$ cat config.mk
export PLATFORM = sky130hd
export DESIGN_NAME = shiftreg_seq_flat
export DESIGN_NICKNAME = d
export VERILOG_FILES = /design/src/rtl/shiftreg_seq_pkg.sv /design/src/rtl/shiftreg_seq_if.sv /design/src/rtl/shiftreg_seq_cnt.sv /design/src/rtl/shiftreg_seq.sv /design/src/flat_wrapper.sv
export SDC_FILE = /design/constraint.sdc
export NUM_CORES = 1
export LEC_CHECK = 0
export CAP_MARGIN = 20
export CORE_MARGIN = 2
export CORE_UTILIZATION = 35
export CTS_CLUSTER_DIAMETER = 30
export DETAILED_ROUTE_END_ITERATION = 8
export REMOVE_ABC_BUFFERS = 1
export SETUP_SLACK_MARGIN = 0.2
export SYNTH_ARGS = -nofsm -noshare
export SYNTH_HDL_FRONTEND = slang
export SYNTH_HIERARCHICAL = 1
export SYNTH_SLANG_ARGS = --single-unit
$ cat constraint.sdc
create_clock -name clk_i -period 3.6 [get_ports clk_i]
set_clock_uncertainty 0.2 [all_clocks]
set_input_delay 0.72 -clock clk_i [delete_from_list [all_inputs] [get_ports clk_i]]
set_output_delay 0.72 -clock clk_i [all_outputs]
set_load 0.005 [all_outputs]
$ cat src/rtl/shiftreg_seq_pkg.sv
// ---------------------------------------------------------------------------
// shiftreg_seq_pkg : select/op codes, state encodings and helpers for the
//                    shift-register command sequencer
// Rev 1.0
// ---------------------------------------------------------------------------
`default_nettype none

package shiftreg_seq_pkg;

   localparam logic [1:0] SEL_HOLD = 2'b00;
   localparam logic [1:0] SEL_SHR  = 2'b01;
   localparam logic [1:0] SEL_SHL  = 2'b10;
   localparam logic [1:0] SEL_LOAD = 2'b11;

   localparam logic [1:0] OP_LOAD  = 2'b00;
   localparam logic [1:0] OP_SHR   = 2'b01;
   localparam logic [1:0] OP_SHL   = 2'b10;
   localparam logic [1:0] OP_ROT   = 2'b11;

   typedef logic [1:0] state_t;
   localparam state_t ST_IDLE = 2'd0;
   localparam state_t ST_RUN  = 2'd1;
   localparam state_t ST_DONE = 2'd2;

   // ROT borrows the fill bit as its direction: 1 = left, 0 = right.
   function automatic logic [1:0] op_sel(input logic [1:0] op, input logic dir_left);
      case (op)
         OP_LOAD: return SEL_LOAD;
         OP_SHR:  return SEL_SHR;
         OP_SHL:  return SEL_SHL;
         default: return dir_left ? SEL_SHL : SEL_SHR;
      endcase
   endfunction

endpackage

`default_nettype wire

$ cat src/rtl/shiftreg_seq_if.sv
// ---------------------------------------------------------------------------
// shiftreg_seq_if : command handshake plus shift-register drive/feedback bus
// Rev 1.0
// ---------------------------------------------------------------------------
`default_nettype none

interface shiftreg_seq_if #(
   parameter int WIDTH = 4,
   parameter int CNT_W = 3
);
   logic             cmd_valid;
   logic             cmd_ready;
   logic [1:0]       cmd_op;
   logic [CNT_W-1:0] cmd_cnt;
   logic [WIDTH-1:0] cmd_data;
   logic             cmd_fill;
   logic [WIDTH-1:0] q_in;
   logic [1:0]       s;
   logic [WIDTH-1:0] d;
   logic             Lin;
   logic             Rin;
   logic             busy;
   logic             done;

   modport master (
      output cmd_valid, cmd_op, cmd_cnt, cmd_data, cmd_fill,
      input  cmd_ready, q_in, s, d, Lin, Rin, busy, done
   );

   modport slave (
      input  cmd_valid, cmd_op, cmd_cnt, cmd_data, cmd_fill, q_in,
      output cmd_ready, s, d, Lin, Rin, busy, done
   );
endinterface

`default_nettype wire

$ cat src/rtl/shiftreg_seq_cnt.sv
// ---------------------------------------------------------------------------
// shiftreg_seq_cnt : loadable down-counter with zero flag; saturates at zero
// Rev 1.0
// ---------------------------------------------------------------------------
`default_nettype none

module shiftreg_seq_cnt #(
   parameter int CNT_W = 3
) (
   input  logic             clk_i,
   input  logic             reset_i,
   input  logic             load_i,
   input  logic [CNT_W-1:0] load_val_i,
   input  logic             dec_i,
   output logic             zero_o
);
   localparam logic [CNT_W-1:0] ONE = {{(CNT_W-1){1'b0}}, 1'b1};

   logic [CNT_W-1:0] cnt_q;
   logic [CNT_W-1:0] cnt_d;

   always_comb begin
      cnt_d = cnt_q;
      if (load_i)
         cnt_d = load_val_i;
      else if (dec_i && (cnt_q != '0))
         cnt_d = cnt_q - ONE;
   end

   always_ff @(posedge clk_i or posedge reset_i) begin
      if (reset_i) cnt_q <= '0;
      else         cnt_q <= cnt_d;
   end

   assign zero_o = (cnt_q == '0);
endmodule

`default_nettype wire

$ cat src/rtl/shiftreg_seq.sv
// ---------------------------------------------------------------------------
// shiftreg_seq : load/shift/rotate command sequencer driving shiftreg_u
// Rev 1.0
// ---------------------------------------------------------------------------
`default_nettype none

module shiftreg_seq
   import shiftreg_seq_pkg::*;
#(
   parameter int WIDTH = 4,
   parameter int CNT_W = 3
) (
   input  logic          clk_i,
   input  logic          reset_i,
   shiftreg_seq_if.slave bus
);
   localparam logic [CNT_W-1:0] ONE = {{(CNT_W-1){1'b0}}, 1'b1};

   state_t           state_q, state_d;
   logic [1:0]       op_q,    op_d;
   logic             fill_q,  fill_d;
   logic [1:0]       s_q,     s_d;
   logic [WIDTH-1:0] data_q,  data_d;

   logic             w_ready;
   logic             w_accept;
   logic             w_zero_cnt;
   logic             w_rem_zero;
   logic [CNT_W-1:0] w_rem_init;
   logic             w_lin;
   logic             w_rin;

   assign w_ready    = (state_q == ST_IDLE) && !reset_i;
   assign w_accept   = bus.cmd_valid && w_ready;
   assign w_zero_cnt = (bus.cmd_op != OP_LOAD) && (bus.cmd_cnt == '0);
   assign w_rem_init = ((bus.cmd_op == OP_LOAD) || w_zero_cnt) ? '0 : bus.cmd_cnt - ONE;

   shiftreg_seq_cnt #(.CNT_W(CNT_W)) u_rem (
      .clk_i      (clk_i),
      .reset_i    (reset_i),
      .load_i     (w_accept),
      .load_val_i (w_rem_init),
      .dec_i      (state_q == ST_RUN),
      .zero_o     (w_rem_zero)
   );

   always_ff @(posedge clk_i or posedge reset_i) begin
      if (reset_i) begin
         state_q <= ST_IDLE;
         op_q    <= OP_LOAD;
         fill_q  <= 1'b0;
         s_q     <= SEL_HOLD;
         data_q  <= '0;
      end else begin
         state_q <= state_d;
         op_q    <= op_d;
         fill_q  <= fill_d;
         s_q     <= s_d;
         data_q  <= data_d;
      end
   end

   // A zero-count command spends its single RUN cycle with s held at 00,
   // so done lands one cycle after acceptance just like a LOAD.
   always_comb begin
      state_d = state_q;
      op_d    = op_q;
      fill_d  = fill_q;
      s_d     = s_q;
      data_d  = data_q;
      case (state_q)
         ST_IDLE: begin
            if (w_accept) begin
               state_d = ST_RUN;
               op_d    = bus.cmd_op;
               fill_d  = bus.cmd_fill;
               data_d  = bus.cmd_data;
               s_d     = w_zero_cnt ? SEL_HOLD : op_sel(bus.cmd_op, bus.cmd_fill);
            end
         end
         ST_RUN: begin
            if (w_rem_zero) begin
               state_d = ST_DONE;
               s_d     = SEL_HOLD;
            end
         end
         ST_DONE: state_d = ST_IDLE;
         default: begin
            state_d = ST_IDLE;
            s_d     = SEL_HOLD;
         end
      endcase
   end

   // Rotations feed back the live register so every step sees the current q.
   always_comb begin
      w_lin = 1'b0;
      w_rin = 1'b0;
      if (state_q == ST_RUN) begin
         if (s_q == SEL_SHR)
            w_lin = (op_q == OP_ROT) ? bus.q_in[0] : fill_q;
         if (s_q == SEL_SHL)
            w_rin = (op_q == OP_ROT) ? bus.q_in[WIDTH-1] : fill_q;
      end
   end

   assign bus.cmd_ready = w_ready;
   assign bus.s         = s_q;
   assign bus.d         = data_q;
   assign bus.Lin       = w_lin;
   assign bus.Rin       = w_rin;
   assign bus.busy      = (state_q != ST_IDLE);
   assign bus.done      = (state_q == ST_DONE);
endmodule

`default_nettype wire

$ cat src/flat_wrapper.sv
// flat-port wrapper written by rule: the top's interface ports become plain ports
module shiftreg_seq_flat import shiftreg_seq_pkg::*;
#(
   parameter int WIDTH = 4,
   parameter int CNT_W = 3
)
  (clk_i, reset_i, bus_cmd_valid, bus_cmd_op, bus_cmd_cnt, bus_cmd_data, bus_cmd_fill, bus_q_in, bus_cmd_ready, bus_s, bus_d, bus_Lin, bus_Rin, bus_busy, bus_done);
  shiftreg_seq_if #(.WIDTH(WIDTH), .CNT_W(CNT_W)) bus_i ();
  input  logic clk_i;
  input  logic reset_i;
  input wire logic [$bits(bus_i.cmd_valid)-1:0] bus_cmd_valid;
  input wire logic [$bits(bus_i.cmd_op)-1:0] bus_cmd_op;
  input wire logic [$bits(bus_i.cmd_cnt)-1:0] bus_cmd_cnt;
  input wire logic [$bits(bus_i.cmd_data)-1:0] bus_cmd_data;
  input wire logic [$bits(bus_i.cmd_fill)-1:0] bus_cmd_fill;
  input wire logic [$bits(bus_i.q_in)-1:0] bus_q_in;
  output wire logic [$bits(bus_i.cmd_ready)-1:0] bus_cmd_ready;
  output wire logic [$bits(bus_i.s)-1:0] bus_s;
  output wire logic [$bits(bus_i.d)-1:0] bus_d;
  output wire logic [$bits(bus_i.Lin)-1:0] bus_Lin;
  output wire logic [$bits(bus_i.Rin)-1:0] bus_Rin;
  output wire logic [$bits(bus_i.busy)-1:0] bus_busy;
  output wire logic [$bits(bus_i.done)-1:0] bus_done;
  assign bus_i.cmd_valid = bus_cmd_valid;
  assign bus_i.cmd_op = bus_cmd_op;
  assign bus_i.cmd_cnt = bus_cmd_cnt;
  assign bus_i.cmd_data = bus_cmd_data;
  assign bus_i.cmd_fill = bus_cmd_fill;
  assign bus_i.q_in = bus_q_in;
  assign bus_cmd_ready = bus_i.cmd_ready;
  assign bus_s = bus_i.s;
  assign bus_d = bus_i.d;
  assign bus_Lin = bus_i.Lin;
  assign bus_Rin = bus_i.Rin;
  assign bus_busy = bus_i.busy;
  assign bus_done = bus_i.done;
  shiftreg_seq #(.WIDTH(WIDTH), .CNT_W(CNT_W)) u_core (.clk_i(clk_i), .reset_i(reset_i), .bus(bus_i));
endmodule
* Yosys cells after proc, flatten, opt, wreduce, memory -nomap -nowiden *
Cells that the tools add are included.

word-level totals
  register bits after elaboration = 14
  input port bits = 17

operators by class
  bitwise operators = 1
  equality and inequality tests = 9
  $add $sub $neg = 2
  muxes and demuxes = 18
  reductions and logical operators = 17

operator list
  kind                                                                 number
  2-bit 2-to-1 mux                                                     6
  2-bit case mux with 3 select lines                                   2
  3-bit 2-to-1 mux                                                     3
  2-bit == test (second input constant)                                4
  2-bit by 1-bit == test with 1-bit output (second input constant)     3
  3-bit logical NOT                                                    2
  1-bit 2-to-1 mux                                                     6
  2-bit nonzero test                                                   3
  3-bit by 1-bit subtractor with 3-bit output (second input constant)  2
  1-bit logical AND                                                    4
  2-bit logical NOT                                                    2
  2-bit case mux with 2 select lines                                   1
  2-bit AND reduction                                                  2
  3-bit AND reduction                                                  1
  3-bit nonzero test                                                   1
  2-bit by 1-bit != test with 1-bit output (second input constant)     1
  2-bit != test (second input constant)                                1
  1-bit logical NOT                                                    1
  1-bit logical OR                                                     1
  1-bit NOT                                                            1

* Logic depth before layout (Yosys ltp) *
Gate-level depths: netlist of the first run.

  depth in word-level cells = 5
  mapped depth = 7

* Modules after synthesis *
Netlist of the first run, hierarchy kept.

by module, submodules not included
  module            instances  cells each  sequential area each (µm²)  area each (µm²)
  shiftreg_seq      1          54          275.3                       620.6
  shiftreg_seq_cnt  1          20          75.1                        193.9

* Worst setup path before layout of the first run *
Ideal clock, no wire load.

  path type = input -> output
  start point = input port bus_q_in[0]
  end point = output port bus_Lin
  path buffers = 0
  arrival = 1.118 ns
  setup slack = 1.562 ns
  required time = 2.680 ns
  stages = 2
  path through = a31oi_1 > nor4b_1

between the ends
  word-level cells in the longest chain between the ends = 3

ends and longest elaborated chain
  what              line                 source
  from (decl)       flat_wrapper.sv:16   input wire logic [$bits(bus_i.q_in)-1:0] bus_q_in;
  1-bit 2-to-1 mux  shiftreg_seq.sv:101  w_lin = (op_q == OP_ROT) ? bus.q_in[0] : fill_q;
  1-bit 2-to-1 mux  shiftreg_seq.sv:100  if (s_q == SEL_SHR)
  1-bit 2-to-1 mux  shiftreg_seq.sv:99   if (state_q == ST_RUN) begin
  to (decl)         flat_wrapper.sv:20   output wire logic [$bits(bus_i.Lin)-1:0] bus_Lin;

Every way passes these cells.

* Final worst setup path of the first run *
Same ends and word-level chain as after synthesis.

==> results of run 1 <==
[stage by stage]
stage / setup WS [ns] / hold WS [ns] / util (%) / std cells / area, µm²
6_report: 0.524 / 0.315 / 51.5 / 132 / 1140
3_3_place_gp: 0.580 / 0.286 / 49.9 / 128 / 1100
5_1_grt: 0.432 / 0.330 / 51.5 / 132 / 1140
4_1_cts: 0.511 / 0.317 / 51.5 / 132 / 1140
2_1_floorplan: 1.44 / 0.274 / - / 73 / 803
3_5_place_dp: 0.518 / 0.292 / 49.9 / 128 / 1100
[logic make-up (layout without fill, tap and decap cells)]
| logic type | count (synthesis) | in the layout | synth area share (%) |
|---|---|---|---|
| AO/OA/AOI/OAI | 12 | 12 | 11.2 |
| flip-flops | 14 | 14 | 43.0 |
| buffers and inverters | 10 | 40 | 5.53 |
| multiplexers | 8 | 8 | 13.7 |
| adder cells (fa/ha/maj) | 4 | 4 | 6.14 |
| AND/OR/NAND/NOR | 26 | 26 | 20.4 |
[cell usage after synthesis (all sizes together) (2+ instances only)]
cell type and count:
nor4b 3, a31oi 2, mux2 7, nand2b 2
o311ai 2, or2 2, or4b 3, dfrtp 14
ha 4, nor2b 3, inv 9, nor2 7
nand2 5
[worst register-to-register path, delay by kind of cell, from the launching register on]
kind          cells  cell delay (ns)
flops             1             0.44
mux               1             0.33
simple gates      1             0.51
buf+inv           2             0.42
[power by group]
group	switching [mW]	internal (mW)	leakage, nW	total (mW)
sequential	0.0556	0.233	0.172	0.288
combinational	0.144	0.244	0.315	0.388
clock	0.0503	0.0614	0.0210	0.112
total	0.250	0.538	0.507	0.788
[final cells by class]
cell class                      instances  area [µm²]
Sequential cell                        14         350
Tap cell                               28        35.0
Multi-Input combinational cell         50         419
Timing Repair Buffer                   27         265
Inverter                                9        33.8
Clock buffer                            4        36.3
Fill cell                             209        1070
[path summary, 6_finish.rpt]
check	startpoint	to	slack [ns]	cells after the start
min	u_core/fill_q	u_core/fill_q	0.31	1
max in group asynchronous	reset_i	u_core/fill_q	2.24	2
max reg2reg	u_core/state_q[1]	u_core/op_q[1]	1.58	4
max	bus_q_in[0]	bus_Lin	0.52	4
min reg2reg	u_core/fill_q	u_core/fill_q	0.31	1
min in group asynchronous	reset_i	u_core/u_rem/cnt_q[1]	0.55	2
[state kept, by name, indices dropped and copies added, names as in the netlist]
name                cells
u_core/bus.d            4
u_core/u_rem/cnt_q      3
u_core/bus.s            2
u_core/op_q             2
u_core/state_q          2
u_core/fill_q           1
[placed cells by master, fill, tap and decap left out, types with 2 or more instances in the layout]
cell / n
a31oi_1: 2
buf_4: 2
clkbuf_4: 3
clkdlybuf4s50_1: 25
dfrtp_1: 14
ha_1: 4
inv_1: 9
mux2_4: 6
nand2_1: 5
nand2b_1: 2
nor2_1: 7
nor2b_1: 3
nor4b_1: 2
or2_2: 2
or4b_1: 3
[layer usage]
metal / vias to the layer above / GRT usage, % / part of all wire [%]
met5: - / 0 / 0
met4: 0 / 8.97 / 1.7
met3: 2 / 1.14 / 5.0
met2: 17 / 21.5 / 48
met1: 290 / 16.8 / 46
li1: 322 / - / -
==> summary.md, run 1 <==
| Metric | Value |
|---|---|
| Final net count | `126` |
| Async SR Flop Fraction | `100%` |
| Setup crit end kind | `output port` |
| First-pass GRT wire length | `2620 µm` |
| Routed vias/inst | `4.78` |
| Setup-failing EPs final | `0` |
| Rows | `17` |
| Core area | `2210 µm²` |
| Family with the most delay on the worst path | `buffers and inverters` |
| WP data arrival | `2.16 ns` |
| Period Utilization, post-route | `85.4%` |
| H-Tree Depth | `1` |
| Post-cts sizing count | `0` |
| I/O pin count | `28` |
| Synth Area per Inst | `11.0 µm²` |
| Tot GR Track Use | `13.3%` |
| Num Clock Sinks | `14` |
| Post-synthesis sequential area ratio | `43.0%` |
| Die Width | `52.2 µm` |
| Crit path buf inv count | `2` |
| Via count | `631` |
| Max-Cap Viols | `0` |
| CP peak stage delay | `0.56 ns` |
| Top cell by count, worst path | `clkdlybuf4s50_1` |
| 1st-pass router iterations | `4` |
| Dominant synthesized flop cell | `dfrtp_1` |
| Flops & latches, synth | `14` |
| Area share of the largest cell type after synthesis | `43.0%` |
| Leakage power | `0.507 nW` |
| DRC Markers | `0` |
| Post-layout min period | `3.08 ns` |
| Num CTS Buffers | `3` |
| Slowest CP cell | `clkdlybuf4s50_1` |
| Synth warn | `6` |
| Rel. slew slack | `68.2%` |
| Highest clock rate | `0.325 GHz` |
| Worst-skew pair later-pin latency | `0.28 ns` |
| Setup TNS | `0 ns` |
| Worst path required time | `2.68 ns` |
| Synth Instances | `74` |
| Root buffer cell | `clkbuf_4` |
| GR Overflow Total | `0` |
| Initial Util | `36.8%` |
| Status | `complete, no violations` |
| RSZ-0062 raised after global routing | `false` |
| Slew at the pin closest to its max-slew limit | `0.475 ns` |
| Die H | `52.2 µm` |
| # hold bufs at CTS | `0` |
| Placer Congestion | `0.690` |
| N_diodes | `0` |
| Critical path class | `input port to output port` |
| Post-synth cell types | `27` |
| Number of I/O port buffers | `25` |
| Crit-path max FO | `1` |
| Number of synthesized flops with an enable pin | `0` |
| Antenna Nets Post-Route | `0` |
| Number of global-route vias before repair | `594` |
| Ranking of synthesized cells by area | `dfrtp_1, mux2_4, ha_1` |
| WL/cell | `12.2 µm` |
| Pwr Total | `0.788 mW` |
| Area leader, netlist | `dfrtp_1` |
| Final WL | `1610 µm` |
| Setup Fix Bufs, Post-CTS | `0` |
| Die Footprint | `2730 µm²` |
| Max IR drop VDD | `0.000319 V` |
| Critical Path, Cell by Cell | `clkdlybuf4s50_1, a31oi_1, nor4b_1, clkdlybuf4s50_1` |
| Max-slew violation count | `0` |
| DP HPWL | `1280 µm` |
| CTS clk-pin slew, worst paths | `0.08 ns` |
| Initial antenna violation count | `0` |
| Drt initial violations | `7` |
| Setup crit start kind | `input port` |
| Largest net degree at the start of global routing | `12` |
| Fin. Hold Viols | `0` |
| Layout cells sized above 1 | `15.4%` |
| Post-synthesis cell area | `815 µm²` |
| Power Dens Cells | `691 nW/µm²` |
| Hold Path Class | `flop to flop` |
| Synth-to-Final Area Change | `39.9%` |
| TritonCTS clock tree | `built` |
| Clock buffer depth | `2` |
(Power assumes the default switching activity.)
==> inputs of run 2 (changes only) <==
--- a/config.mk
+++ b/config.mk
@@ -7,7 +7,7 @@
 export LEC_CHECK = 0
 export CAP_MARGIN = 20
 export CORE_MARGIN = 2
-export CORE_UTILIZATION = 35
+export CORE_UTILIZATION = 31
 export CTS_CLUSTER_DIAMETER = 30
 export DETAILED_ROUTE_END_ITERATION = 8
 export REMOVE_ABC_BUFFERS = 1
==> run 2 against run 1 <==
  * Total power is 4.2% lower
  * Die area is 12% higher
  * Count of clock-buffer cells in the layout is 1 lower
  * Worst hold slack worse by 0.0026 ns
  * Sequential power is 1% higher
  * Non-clock buffer count is 1 lower
  * Critical endpoint unchanged
  * Largest power group unchanged
  * Highest routed layer unchanged
==> summary.md, run 2 (same netlist as run 1, synthesis figures left out) <==
| Metric | Value |
|---|---|
| Num Clock Sinks | `14 (unchanged)` |
| Power Dens Cells | `673 nW/µm² (-2.6%)` |
| Max IR drop VDD | `0.000393 V (+23%)` |
| Rows | `18 (+1)` |
| Initial Util | `32.9% (-3.9 points)` |
| Critical path class | `input port to output port` |
| Fill count | `265 (+27%)` |
| Die Footprint | `3050 µm² (+12%)` |
| Slowest CP cell | `clkdlybuf4s50_1` |
| GR Overflow Total | `0 (unchanged)` |
| Post-layout min period | `3.03 ns (-0.0496 ns)` |
| Hold Path Class | `flop to flop` |
| Post-cts sizing count | `0 (unchanged)` |
| Slew at the pin closest to its max-slew limit | `0.825 ns (+0.350 ns)` |
| Leakage power | `0.495 nW (-2.5%)` |
| Number of global-route vias before repair | `643 (+8.2%)` |
| Max-Cap Viols | `0 (unchanged)` |
| H-Tree Depth | `1 (unchanged)` |
| Period Utilization, post-route | `84.1% (-1.4 points)` |
| Switching Share | `32.2% (+0.47 points)` |
| Max-slew violation count | `0 (unchanged)` |
| Max reg flops | `4 (unchanged)` |
| Setup-failing EPs final | `0 (unchanged)` |
| Util after Layout | `45.3% (-6.3 points)` |
| CTS clk-pin slew, worst paths | `0.07 ns (about the same)` |
| Final net count | `125 (-0.79%)` |
| N_diodes | `0 (unchanged)` |
| Largest net degree at the start of global routing | `17 (+5)` |
| First-pass GRT wire length | `2900 µm (+11%)` |
| Highest clock rate | `0.330 GHz (+1.6%)` |
| Number of I/O port buffers | `25 (unchanged)` |
| DRC Markers | `0 (unchanged)` |
| Initial antenna violation count | `0 (unchanged)` |
| Commonest non-fill, non-tap cell in the layout | `clkdlybuf4s50_1` |
| Most frequent cells in the layout | `clkdlybuf4s50_1, dfrtp_1, inv_1` |
| Root buffer cell | `clkbuf_4` |
| Top cell by count, worst path | `clkdlybuf4s50_1` |
| TritonCTS clock tree | `built` |
| Placer Congestion | `0.706 (+2.4%)` |
| # hold bufs at CTS | `0 (unchanged)` |
| Comb power frac | `50.3% (+1.1 points)` |
| Switch Pwr | `0.243 mW (-2.8%)` |
| CP peak stage delay | `0.55 ns (about the same)` |
| Layout cells sized above 1 | `13.7% (-1.7 points)` |
| Clk pwr share | `11.1% (-3.1 points)` |
| Fin. Hold Viols | `0 (unchanged)` |
| 1st-pass router iterations | `4 (unchanged)` |
| Setup crit end kind | `output port` |
| Worst-skew pair later-pin latency | `0.27 ns (about the same)` |
| DP HPWL | `1310 µm (+2.5%)` |
| Sequential power share | `38.6% (+2.0 points)` |
| Die Width | `55.3 µm (+5.8%)` |
| Status | `complete, no violations` |
| Clock buffer depth | `2 (unchanged)` |
| Core area | `2480 µm² (+12%)` |
| I/O pin count | `28 (unchanged)` |
| Tot GR Track Use | `12.1% (-1.2 points)` |
| Die H | `55.3 µm (+5.8%)` |
| Rel. slew slack | `44.8% (-23 points)` |
| Via count | `630 (-0.16%)` |
| WP data arrival | `2.11 ns (-0.05 ns)` |
| Antenna Nets Post-Route | `0 (unchanged)` |
| RSZ-0062 raised after global routing | `false` |
| Drt initial violations | `7 (unchanged)` |
| Synth-to-Final Area Change | `37.6%` |
| Final WL | `1650 µm (+2.9%)` |
| Num CTS Buffers | `3 (unchanged)` |
| Setup crit start kind | `input port` |
| Internal | `0.512 mW (-4.9%)` |
| Worst path required time | `2.68 ns (about the same)` |
| WL/cell | `12.5 µm (+2.9%)` |
| Setup Fix Bufs, Post-CTS | `0 (unchanged)` |
| Critical Path, Cell by Cell | `clkdlybuf4s50_1, a31oi_1, nor4b_1, clkdlybuf4s50_1` |
| Setup TNS | `0 ns (unchanged)` |
| Crit-path max FO | `1 (unchanged)` |
| Routed vias/inst | `4.77 (-0.16%)` |
[run 2: cell types whose count changed in the layout (fill, tap and decap cells not counted), sizes merged]
| cell | previous run | this run |
|---|---|---|
| buf | 2 | 1 |
| clkbuf | 4 | 3 |
[run 2: worst max-delay path, delay by kind of cell]
kind / cells / cell delay (ns)
simple gates: 1 / 0.30
compound gates: 1 / 0.08
buf+inv: 2 / 1.00
[run 2: power groups by stage]
stage / clock, mW / sequential (mW) / combinational (mW)
5_1_grt: 0.0978 / 0.304 / 0.418
6_report: 0.0838 / 0.292 / 0.379
3_3_place_gp: 0 / 0.292 / 0.371
2_1_floorplan: 0 / 0.285 / 0.223
4_1_cts: 0.0895 / 0.293 / 0.384
3_5_place_dp: 0 / 0.296 / 0.382
[run 2: layer usage]
metal / track usage (%) / routed length, µm / share of wire, % / vias up
li1: - / - / - / 317
met1: 14.7 / 811 / 49 / 299
met2: 19.6 / 752 / 46 / 12
met3: 4.45 / 67 / 4.1 / 2
met4: 4.18 / 21 / 1.3 / 0
met5: 0 / 0 / 0 / -
[run 2: through the flow]
stage | power [mW] | std cells | hold slack, ns | cell area (µm²) | worst slack, ns
after floorplan | 0.508 | 73 | 0.274 | 803 | 1.44
after global placement | 0.663 | 129 | 0.294 | 1100 | 0.574
after detailed placement | 0.678 | 129 | 0.292 | 1100 | 0.559
after CTS | 0.766 | 132 | 0.316 | 1120 | 0.556
after global routing | 0.820 | 132 | 0.336 | 1120 | 0.492
final | 0.755 | 132 | 0.312 | 1120 | 0.574
[run 2: final timing paths]
kind                                    from                     to  slack (ns)  cells past startpoint
max                              bus_q_in[0]                bus_Lin        0.57                      4
min                          u_core/bus.d[2]        u_core/bus.d[2]        0.31                      1
max reg2reg                u_core/state_q[1]        u_core/bus.d[3]        1.47                      3
min reg2reg                  u_core/bus.d[2]        u_core/bus.d[2]        0.31                      1
max in group asynchronous            reset_i        u_core/bus.d[2]        2.24                      2
min in group asynchronous            reset_i  u_core/u_rem/cnt_q[0]        0.54                      2
[run 2: final cells by class]
class / count / area (µm²) / area share (%)
repair buffers: 26 / 258 / 23.0
inverters: 9 / 33.8 / 3.01
flip-flops and latches: 14 / 350 / 31.2
multi-input cells: 50 / 419 / 37.4
clock buffers: 3 / 22.5 / 2.01
well taps: 30 / 37.5 / 3.35
==> inputs of run 3 (changes only) <==
==> constraint.sdc (replaced) <==
create_clock -name clk_i -period 2.9 [get_ports clk_i]
set_clock_uncertainty 0.2 [all_clocks]
set_input_delay 0.58 -clock clk_i [delete_from_list [all_inputs] [get_ports clk_i]]
set_output_delay 0.58 -clock clk_i [all_outputs]
set_load 0.005 [all_outputs]
==> run 3 against run 2 <==
  * Flip-flop and latch count did not move
  * Core utilization increased by 0.20 points
  * Combinational power rose by 24%
  * Count of clock-buffer cells in the layout unchanged
  * Critical path type unchanged
  * Critical endpoint is now bus_cmd_ready
==> summary.md, run 3 (same netlist as run 1, synthesis figures left out) <==
| Metric | Value |
|---|---|
| Routed vias/inst | `4.65 (-2.6%)` |
| CTS clk-pin slew, worst paths | `0.07 ns (about the same)` |
| Core area | `2480 µm² (unchanged)` |
| Fin. Hold Viols | `0 (unchanged)` |
| First-pass GRT wire length | `2790 µm (-3.6%)` |
| Layout cells sized above 1 | `14.6% (+0.84 points)` |
| Commonest non-fill, non-tap cell in the layout | `clkdlybuf4s50_1` |
| DP HPWL | `1280 µm (-2.3%)` |
| Final WL | `1570 µm (-5.0%)` |
| Most frequent cells in the layout | `clkdlybuf4s50_1, dfrtp_1, inv_1` |
| Largest net degree at the start of global routing | `13 (-4)` |
| Crit-path max FO | `4 (+3)` |
| Initial Util | `32.9% (unchanged)` |
| Placed Area | `1110 µm² (+0.68%)` |
| Tot GR Track Use | `11.4% (-0.70 points)` |
| Synth-to-Final Area Change | `38.2%` |
| RSZ-0062 raised after global routing | `false` |
| Initial antenna violation count | `0 (unchanged)` |
| Die Footprint | `3050 µm² (unchanged)` |
| Die H | `55.3 µm (unchanged)` |
| WL/cell | `11.8 µm (-5.7%)` |
| Setup Fix Bufs, Post-CTS | `0 (unchanged)` |
| Worst r2r path cells | `3 (unchanged)` |
| 1st-pass router iterations | `4 (unchanged)` |
| Die Width | `55.3 µm (unchanged)` |
| RR Startpoint | `u_core/state_q[1]` |
| H-Tree Depth | `1 (unchanged)` |
| Setup TNS | `0 ns (unchanged)` |
| Max-slew violation count | `0 (unchanged)` |
| Worst-skew pair later-pin latency | `0.27 ns (about the same)` |
| Number of I/O port buffers | `25 (unchanged)` |
| Worst setup path end | `bus_cmd_ready` |
| Max-Cap Viols | `0 (unchanged)` |
| Highest clock rate | `0.404 GHz` |
| # hold bufs at CTS | `0 (unchanged)` |
| GR Overflow Total | `0 (unchanged)` |
| Final net count | `126 (+0.80%)` |
| Slowest CP cell | `clkdlybuf4s50_1` |
| Setup-failing EPs final | `0 (unchanged)` |
| Max reg flops | `4 (unchanged)` |
| Critical Path Start | `reset_i` |
| Reg-to-reg slack, setup | `1.00 ns (-0.47 ns)` |
| Setup crit end kind | `output port` |
| Root buffer cell | `clkbuf_4` |
| Critical path class | `input port to output port` |
| Via count | `618 (-1.9%)` |
| Setup crit start kind | `input port` |
| Max IR drop VDD | `0.000490 V (+25%)` |
| Period Utilization, post-route | `85.4%` |
| Power Dens Cells | `830 nW/µm² (+23%)` |
| I/O pin count | `28 (unchanged)` |
| Critical Path, Cell by Cell | `clkdlybuf4s50_1, nor2_1, clkdlybuf4s50_1` |
| TritonCTS clock tree | `built` |
| Top cell by count, worst path | `clkdlybuf4s50_1` |
| Rel. slew slack | `63.5% (+19 points)` |
| Post-cts sizing count | `2 (+2)` |
| Rows | `18 (unchanged)` |
| Cell area after layout | `1130 µm² (+0.45%)` |
| Slew at the pin closest to its max-slew limit | `0.546 ns (-0.279 ns)` |
| Drt initial violations | `14 (+7)` |
| Placer Congestion | `0.716 (+1.4%)` |
| Hold Slack | `0.314 ns (+0.00163 ns)` |
| Reg2reg end | `u_core/op_q[1]` |
| Post-layout min period | `2.48 ns` |
| Antenna Nets Post-Route | `0 (unchanged)` |
| Leakage power | `0.509 nW (+3.0%)` |
| N_diodes | `0 (unchanged)` |
| WP data arrival | `1.70 ns (-0.41 ns)` |
| Worst path required time | `2.12 ns (-0.56 ns)` |
| Number of global-route vias before repair | `597 (-7.2%)` |
| Hold Path Class | `flop to flop` |
| Num CTS Buffers | `3 (unchanged)` |
| DRC Markers | `0 (unchanged)` |
| Status | `complete, no violations` |
| Num Clock Sinks | `14 (unchanged)` |
| Clock buffer depth | `2 (unchanged)` |
| Fill count | `246 (-7.2%)` |
| CP peak stage delay | `0.50 ns (-0.05 ns)` |
## run 3: changes by cell type in the layout (fill, tap and decap cells not counted)
| cell | previous run | this run |
|---|---|---|
| buf_4 | 1 | 2 |
| dlygate4sd2_1 | 0 | 2 |
| clkdlybuf4s50_1 | 25 | 23 |
## run 3: final cells by class
cell class	instances	area (µm²)	area share [%]
clock buffers	3	22.5	2.00
flip-flops and latches	14	350	31.1
well taps	30	37.5	3.33
multi-input cells	50	419	37.2
repair buffers	27	263	23.3
inverters	9	33.8	3.00
## run 3: worst max-delay path, delay by kind of cell
kind | cells | cell delay [ns]
buffers and inverters | 2 | 0.99
and+or+nand+nor | 1 | 0.13
## run 3: power breakdown
group	internal [mW]	total, mW	switching (mW)
Clock	0.0480	0.105	0.0565
Combinational	0.298	0.469	0.172
Sequential	0.289	0.360	0.0706
## run 3: routing by layer
metal / vias up / GRT usage, % / wire [µm]
met5: - / 0 / 0
met4: 0 / 3.14 / 21
met3: 2 / 4.45 / 82
met2: 13 / 17.3 / 708
met1: 282 / 15.0 / 758
li1: 321 / - / -
## run 3: per-stage QoR
| stage | setup WS [ns] | instances | util, % | power [mW] |
|---|---|---|---|---|
| 3_3_place_gp | 0.154 | 130 | 44.6 | 0.827 |
| 3_5_place_dp | 0.138 | 130 | 44.6 | 0.840 |
| 5_1_grt | 0.380 | 133 | 45.5 | 1.01 |
| 2_1_floorplan | 0.876 | 73 | - | 0.630 |
| 6_report | 0.424 | 133 | 45.5 | 0.934 |
| 4_1_cts | 0.409 | 133 | 45.5 | 0.945 |
## run 3: how the worst min path moves through the flow
stage / to / start / depth (start not counted)
final: u_core/bus.d[2] / u_core/bus.d[2] / 1
after global routing: u_core/bus.d[0] / u_core/bus.d[0] / 1
after CTS: u_core/bus.d[2] / u_core/bus.d[2] / 1
after detailed placement: u_core/bus.d[2] / u_core/bus.d[2] / 1
after global placement: u_core/bus.d[2] / u_core/bus.d[2] / 1
after floorplan: u_core/u_rem/cnt_q[0] / reset_i / 1
